`src/rtl/spi_flash_be_slave.sv`:
```
// SPI mode-0 responder emulating the bulk-erase subset of an M25P16-class flash.
// Define SPI_FLASH_RDID_EN to answer RDID (8'h9F) with the three ID bytes.
module spi_flash_be_slave #(
  parameter int unsigned BE_CYCLES = 1000,
  parameter logic [7:0]  ID_BYTE0  = 8'h20,
  parameter logic [7:0]  ID_BYTE1  = 8'h20,
  parameter logic [7:0]  ID_BYTE2  = 8'h15
) (
  input  logic sys_clk,
  input  logic sys_rst_n,
  input  logic cs_n,
  input  logic sck,
  input  logic mosi,
  output logic miso,
  output logic wel,
  output logic wip,
  output logic be_done,
  output logic cmd_err
);
`ifdef SPI_FLASH_RDID_EN
  localparam bit RDID_EN = 1'b1;
`else
  localparam bit RDID_EN = 1'b0;
`endif
  localparam int CW = $clog2(BE_CYCLES + 1);

  typedef enum logic [2:0] {S_IDLE, S_CMD, S_ARMED, S_RESP, S_IGNORE} state_t;

  state_t        state_q;
  logic [2:0]    cs_q, sck_q;
  logic [1:0]    mosi_q;
  logic [2:0]    bit_q, bidx_q;
  logic [1:0]    byte_q;
  logic          is_id_q;
  logic [7:0]    sh_q, tx_q;
  logic          miso_q, wel_q, wip_q, be_done_q, cmd_err_q;
  logic [CW-1:0] cnt_q;

  logic       cs_fall, cs_rise, sck_rise, sck_fall;
  logic [7:0] cmd_d, first_byte, byte_d;

  // [1] is the synchronised level, [2] the previous one for edge detection
  assign cs_fall  = cs_q[2] & ~cs_q[1];
  assign cs_rise  = ~cs_q[2] & cs_q[1];
  assign sck_rise = ~sck_q[2] & sck_q[1];
  assign sck_fall = sck_q[2] & ~sck_q[1];
  assign cmd_d    = {sh_q[6:0], mosi_q[1]};

  // Status is re-sampled at the start of every byte so RDSR polling sees wip fall
  always_comb begin
    first_byte = {6'b0, wel_q, wip_q};
    if (is_id_q) begin
      case (byte_q)
        2'd0:    first_byte = ID_BYTE0;
        2'd1:    first_byte = ID_BYTE1;
        2'd2:    first_byte = ID_BYTE2;
        default: first_byte = 8'h00;
      endcase
    end
  end
  assign byte_d = (bidx_q == 3'd0) ? first_byte : tx_q;

  always_ff @(posedge sys_clk) begin
    if (!sys_rst_n) begin
      state_q   <= S_IDLE;
      cs_q      <= 3'b111;
      sck_q     <= 3'b000;
      mosi_q    <= 2'b00;
      bit_q     <= 3'd0;
      bidx_q    <= 3'd0;
      byte_q    <= 2'd0;
      is_id_q   <= 1'b0;
      sh_q      <= 8'h00;
      tx_q      <= 8'h00;
      miso_q    <= 1'b0;
      wel_q     <= 1'b0;
      wip_q     <= 1'b0;
      be_done_q <= 1'b0;
      cmd_err_q <= 1'b0;
      cnt_q     <= '0;
    end else begin
      cs_q      <= {cs_q[1:0], cs_n};
      sck_q     <= {sck_q[1:0], sck};
      mosi_q    <= {mosi_q[0], mosi};
      be_done_q <= 1'b0;
      cmd_err_q <= 1'b0;

      if (wip_q) begin
        if (cnt_q == '0) begin
          wip_q     <= 1'b0;
          be_done_q <= 1'b1;
        end else begin
          cnt_q <= cnt_q - 1'b1;
        end
      end

      case (state_q)
        S_IDLE: if (cs_fall) begin
          state_q <= S_CMD;
          bit_q   <= 3'd0;
        end
        S_CMD: begin
          if (cs_rise) begin
            state_q   <= S_IDLE;
            cmd_err_q <= 1'b1;
          end else if (sck_rise) begin
            sh_q  <= cmd_d;
            bit_q <= bit_q + 3'd1;
            if (bit_q == 3'd7) begin
              bidx_q  <= 3'd0;
              byte_q  <= 2'd0;
              is_id_q <= 1'b0;
              case (cmd_d)
                8'h05: state_q <= S_RESP;
                8'h9F: begin
                  state_q <= RDID_EN ? S_RESP : S_IGNORE;
                  is_id_q <= RDID_EN;
                end
                // writes are silently dropped while an erase is running
                8'h06, 8'h04, 8'hC7: state_q <= wip_q ? S_IGNORE : S_ARMED;
                default: state_q <= S_IGNORE;
              endcase
            end
          end
        end
        S_ARMED: begin
          if (cs_rise) begin
            state_q <= S_IDLE;
            case (sh_q)
              8'h06: wel_q <= 1'b1;
              8'h04: wel_q <= 1'b0;
              8'hC7: if (wel_q && !wip_q) begin
                wel_q <= 1'b0;
                wip_q <= 1'b1;
                cnt_q <= CW'(BE_CYCLES - 1);
              end
              default: ;
            endcase
          end else if (sck_rise) begin
            state_q   <= S_IGNORE;
            cmd_err_q <= 1'b1;
          end
        end
        S_RESP: begin
          if (cs_rise) begin
            state_q <= S_IDLE;
            miso_q  <= 1'b0;
          end else if (sck_fall) begin
            miso_q <= byte_d[7];
            tx_q   <= {byte_d[6:0], 1'b0};
            bidx_q <= bidx_q + 3'd1;
            if (bidx_q == 3'd7 && byte_q != 2'd3) byte_q <= byte_q + 2'd1;
          end
        end
        S_IGNORE: if (cs_rise) state_q <= S_IDLE;
        default:  state_q <= S_IDLE;
      endcase
    end
  end

  assign miso    = miso_q & ~cs_q[1];
  assign wel     = wel_q;
  assign wip     = wip_q;
  assign be_done = be_done_q;
  assign cmd_err = cmd_err_q;
endmodule

```
`config.mk`:
```
export PLATFORM = sky130hd
export DESIGN_NAME = spi_flash_be_slave
export DESIGN_NICKNAME = d
export VERILOG_FILES = /design/src/rtl/spi_flash_be_slave.sv
export SDC_FILE = /design/constraint.sdc
export NUM_CORES = 1
export LEC_CHECK = 0
export CORE_ASPECT_RATIO = 0.7
export CORE_MARGIN = 3
export CORE_UTILIZATION = 30
export DETAILED_ROUTE_END_ITERATION = 7
export PLACE_DENSITY_LB_ADDON = 0.08
export SLEW_MARGIN = 10
export SYNTH_ARGS = -nofsm -noshare
export SYNTH_HDL_FRONTEND = slang
export SYNTH_SLANG_ARGS = --single-unit
```
`constraint.sdc`:
```
create_clock -name sys_clk -period 1.85 [get_ports sys_clk]
set_input_delay 0.37 -clock sys_clk [delete_from_list [all_inputs] [get_ports sys_clk]]
set_output_delay 0.37 -clock sys_clk [all_outputs]
set_load 0.02 [all_outputs]
```
==> flow_metrics.py <==
metrics = {
    "global_route": {
        "grt_pass1_vias": 1612,
        "track_usage_pct": 12.0,
        "antenna_found_initial": 0,
        "overflow": 0,
        "grt_max_degree": 23,
        "grt_pass1_wl_mm": 8.14,
    },
    "floorplanning": {
        "ioPinCount": 10,
        "die_h_um": 78.6,
        "coreArea_um2": 7010,
        "row_count": 25,
        "die_area_um2": 8620,
        "initial_core_util_pct": 32.2,
        "die_w_um": 110,
    },
    "logic_synthesis": {
        "async_reset_ff_share_pct": 0,
        "yosysWarnings": 0,
        "ys_ff_latch": 47,
        "avgSynthCellArea_um2": 9.00,
        "ys.flop_type": "dfxtp_1",
        "synth_commonest_cells": "47 x dfxtp_1, 39 x nand2_1, 18 x a21boi_0",
        "ys_types": 51,
        "synthTopCellsByArea": "dfxtp_1 42%, nand2_1 6.5%, a21boi_0 6.0%, nor4_4 2.8%, ha_1 2.8%",
        "synth_edf_count": 0,
        "ys_seq_area_share_pct": 41.7,
        "synth_nets": 261,
        "synth_top_cell_by_area": "dfxtp_1",
        "synth.top_cell.area_share_pct": 41.7,
        "yosysMostFrequentCell": "dfxtp_1",
        "netlist_instances": 251,
        "syn-cell-area_um2": 2260,
    },
    "drt": {
        "drt_iter0_markers": 65,
        "wire_per_inst_um": 12.9,
        "drtAntennaViolNets": 0,
        "post-route-drc-count": 0,
        "post_drt_via_cell_ratio": 4.75,
        "wirelength_mm": 4.61,
        "dr.pass1.iters": 4,
        "num_vias": 1695,
    },
    "setup_path": {
        "start_kind": "register",
        "crit_type": "register to primary output",
        "crit_path_max_fanout": 2,
        "cp-end-kind": "primary output",
        "worst_ep_required_time_ns": 1.48,
        "worstPathArrival_ns": 1.41,
    },
    "final_layout": {
        "syn_to_final_growth_pct": 15.6,
        "fin_util_pct": 37.3,
        "drive_gt1_share_pct": 10.3,
        "antenna_cells": 0,
        "nets": 272,
    },
    "cts": {
        "cts-resized-gates": 0,
        "cts_tree": "done",
        "cts_setup_buffers": 0,
        "clk_pin_slew_ns": 0.09,
        "clock-root-buffer": "clkbuf_8",
        "postCtsHoldBufs": 0,
        "clock_sinks": 47,
        "clockBufferDepth": 2,
        "clk_latency_ns": 0.30,
        "cts_buffers": 5,
        "h-tree-depth": 2,
    },
    "power": {
        "peakVddDrop_mv": 0.320,
        "power_uw": 1990,
        "power_density_nw_per_um2": 761,
        "leakagePower_uw": 0.000934,
    },
    "sta": {
        "fin_crit_sh_pct": 96.3,
        "fmax_ghz": 0.561,
        "tns_ns": 0,
        "finClkSkew_ns": 0.0115,
        "hold_viol": 0,
        "rsz0062_at_grt": "false",
        "tightest_slew_ns": 0.502,
        "relSlewSlack_pct": 66.2,
        "setup_violations": 0,
        "fin_ws_ns": 0.0678,
        "drv_slew": 0,
        "finalCriticalPeriod_ns": 1.78,
    },
    "placed_design": {
        "port_buffers": 9,
        "dp_hpwl_mm": 3.37,
        "place_ws_ns": 0.270,
        "gp_congestion": 0.770,
    },
    "status": {
        "outcome": "completed",
    },
    "run": {
        "drv_cap": 0,
    },
    "min_path": {
        "min_path_type": "register to register",
    },
}
==> routing by layer <==
metal | wire, µm | track usage (%) | vias to the layer above
met4 | 45 | 3.99 | 0
li1 | - | - | 897
met2 | 1760 | 15.6 | 24
met5 | 0 | 0 | -
met1 | 2620 | 18.8 | 769
met3 | 180 | 2.96 | 5
==> report_power, final <==
part | switching [µW] | total (µW) | internal, µW
Combinational | 37.6 | 76.3 | 38.7
Sequential | 11.1 | 1030 | 1020
Clock | 340 | 880 | 540
==> layout by cell type, fill, tap and decap left out, drive strengths merged, types with 2 or more instances in the layout <==
cell           netlist  routed
dfxtp               47      47
nand2               39      39
a21boi              22      22
nor2                12      12
nand3               11      11
inv                 10      10
a21oi                9       9
clkdlybuf4s50        0       9
buf                  9       9
o21ai                8       8
nand2b               7       7
nor4                 7       7
nor2b                6       6
and2                 6       6
clkbuf               5       6
xnor2                5       5
ha                   5       5
o211ai               4       4
nor3b                4       4
nor3                 4       4
mux2i                3       3
o31ai                2       2
a31oi                2       2
a32o                 2       2
xor2                 2       2
nand4b               2       2
bufinv               0       2
nor4b                2       2
nand3b               2       2
nand4                2       2
==> area by class of cell <==
cell class / count / area (µm²)
Inverter: 10 / 37.5
Sequential cell: 47 / 941
Timing Repair Buffer: 18 / 170
Multi-Input combinational cell: 180 / 1210
Clock buffer: 6 / 72.6
Clock inverter: 2 / 60.1
Tap cell: 94 / 118
Fill cell: 732 / 4400
==> logic make-up (layout without fill, tap and decap cells) <==
kind of cell,Yosys count,in the layout,synth area share [%]
XOR/XNOR,7,7,2.71
AO/OA/AOI/OAI,57,57,17.5
adder cells (fa/ha/maj),5,5,2.77
flip-flops,47,47,41.7
AND/OR/NAND/NOR,108,108,29.3
multiplexers,3,3,1.33
buffers and inverters,24,36,4.71
==> path summary, 6_finish.rpt <==
| path | startpoint | endpoint | slack, ns | depth (start not counted) |
|---|---|---|---|---|
| setup / recovery | miso_q | miso | 0.07 | 2 |
| setup reg to reg | state_q[0] | state_q[1] | 0.25 | 3 |
| hold / removal | cs_q[0] | cs_q[1] | 0.41 | 1 |
| hold reg to reg | cs_q[0] | cs_q[1] | 0.41 | 1 |
==> per-stage QoR <==
| stage | instance area [µm²] | std cells | hold slack, ns |
|---|---|---|---|
| 2_1_floorplan | 2260 | 251 | 0.386 |
| 3_3_place_gp | 2480 | 349 | 0.393 |
| 3_5_place_dp | 2480 | 349 | 0.392 |
| 4_1_cts | 2610 | 357 | 0.412 |
| 5_1_grt | 2610 | 357 | 0.445 |
| 6_report | 2610 | 357 | 0.409 |
==> worst max-delay path: stages, from the launching register on <==
cell	delay (ns)
dfxtp_1	0.37
nor2b_1	0.14
clkdlybuf4s50_1	0.61
==> registers in the layout (all words and copies together) (netlist names) <==
signal	count
cnt_q	10
sh_q	8
tx_q	7
bidx_q	3
bit_q	3
cs_q	3
sck_q	3
state_q	3
mosi_q	2
be_done	1
cmd_err	1
miso_q	1
wel	1
wip	1
No activity file was read; power rests on OpenSTA's default activity.
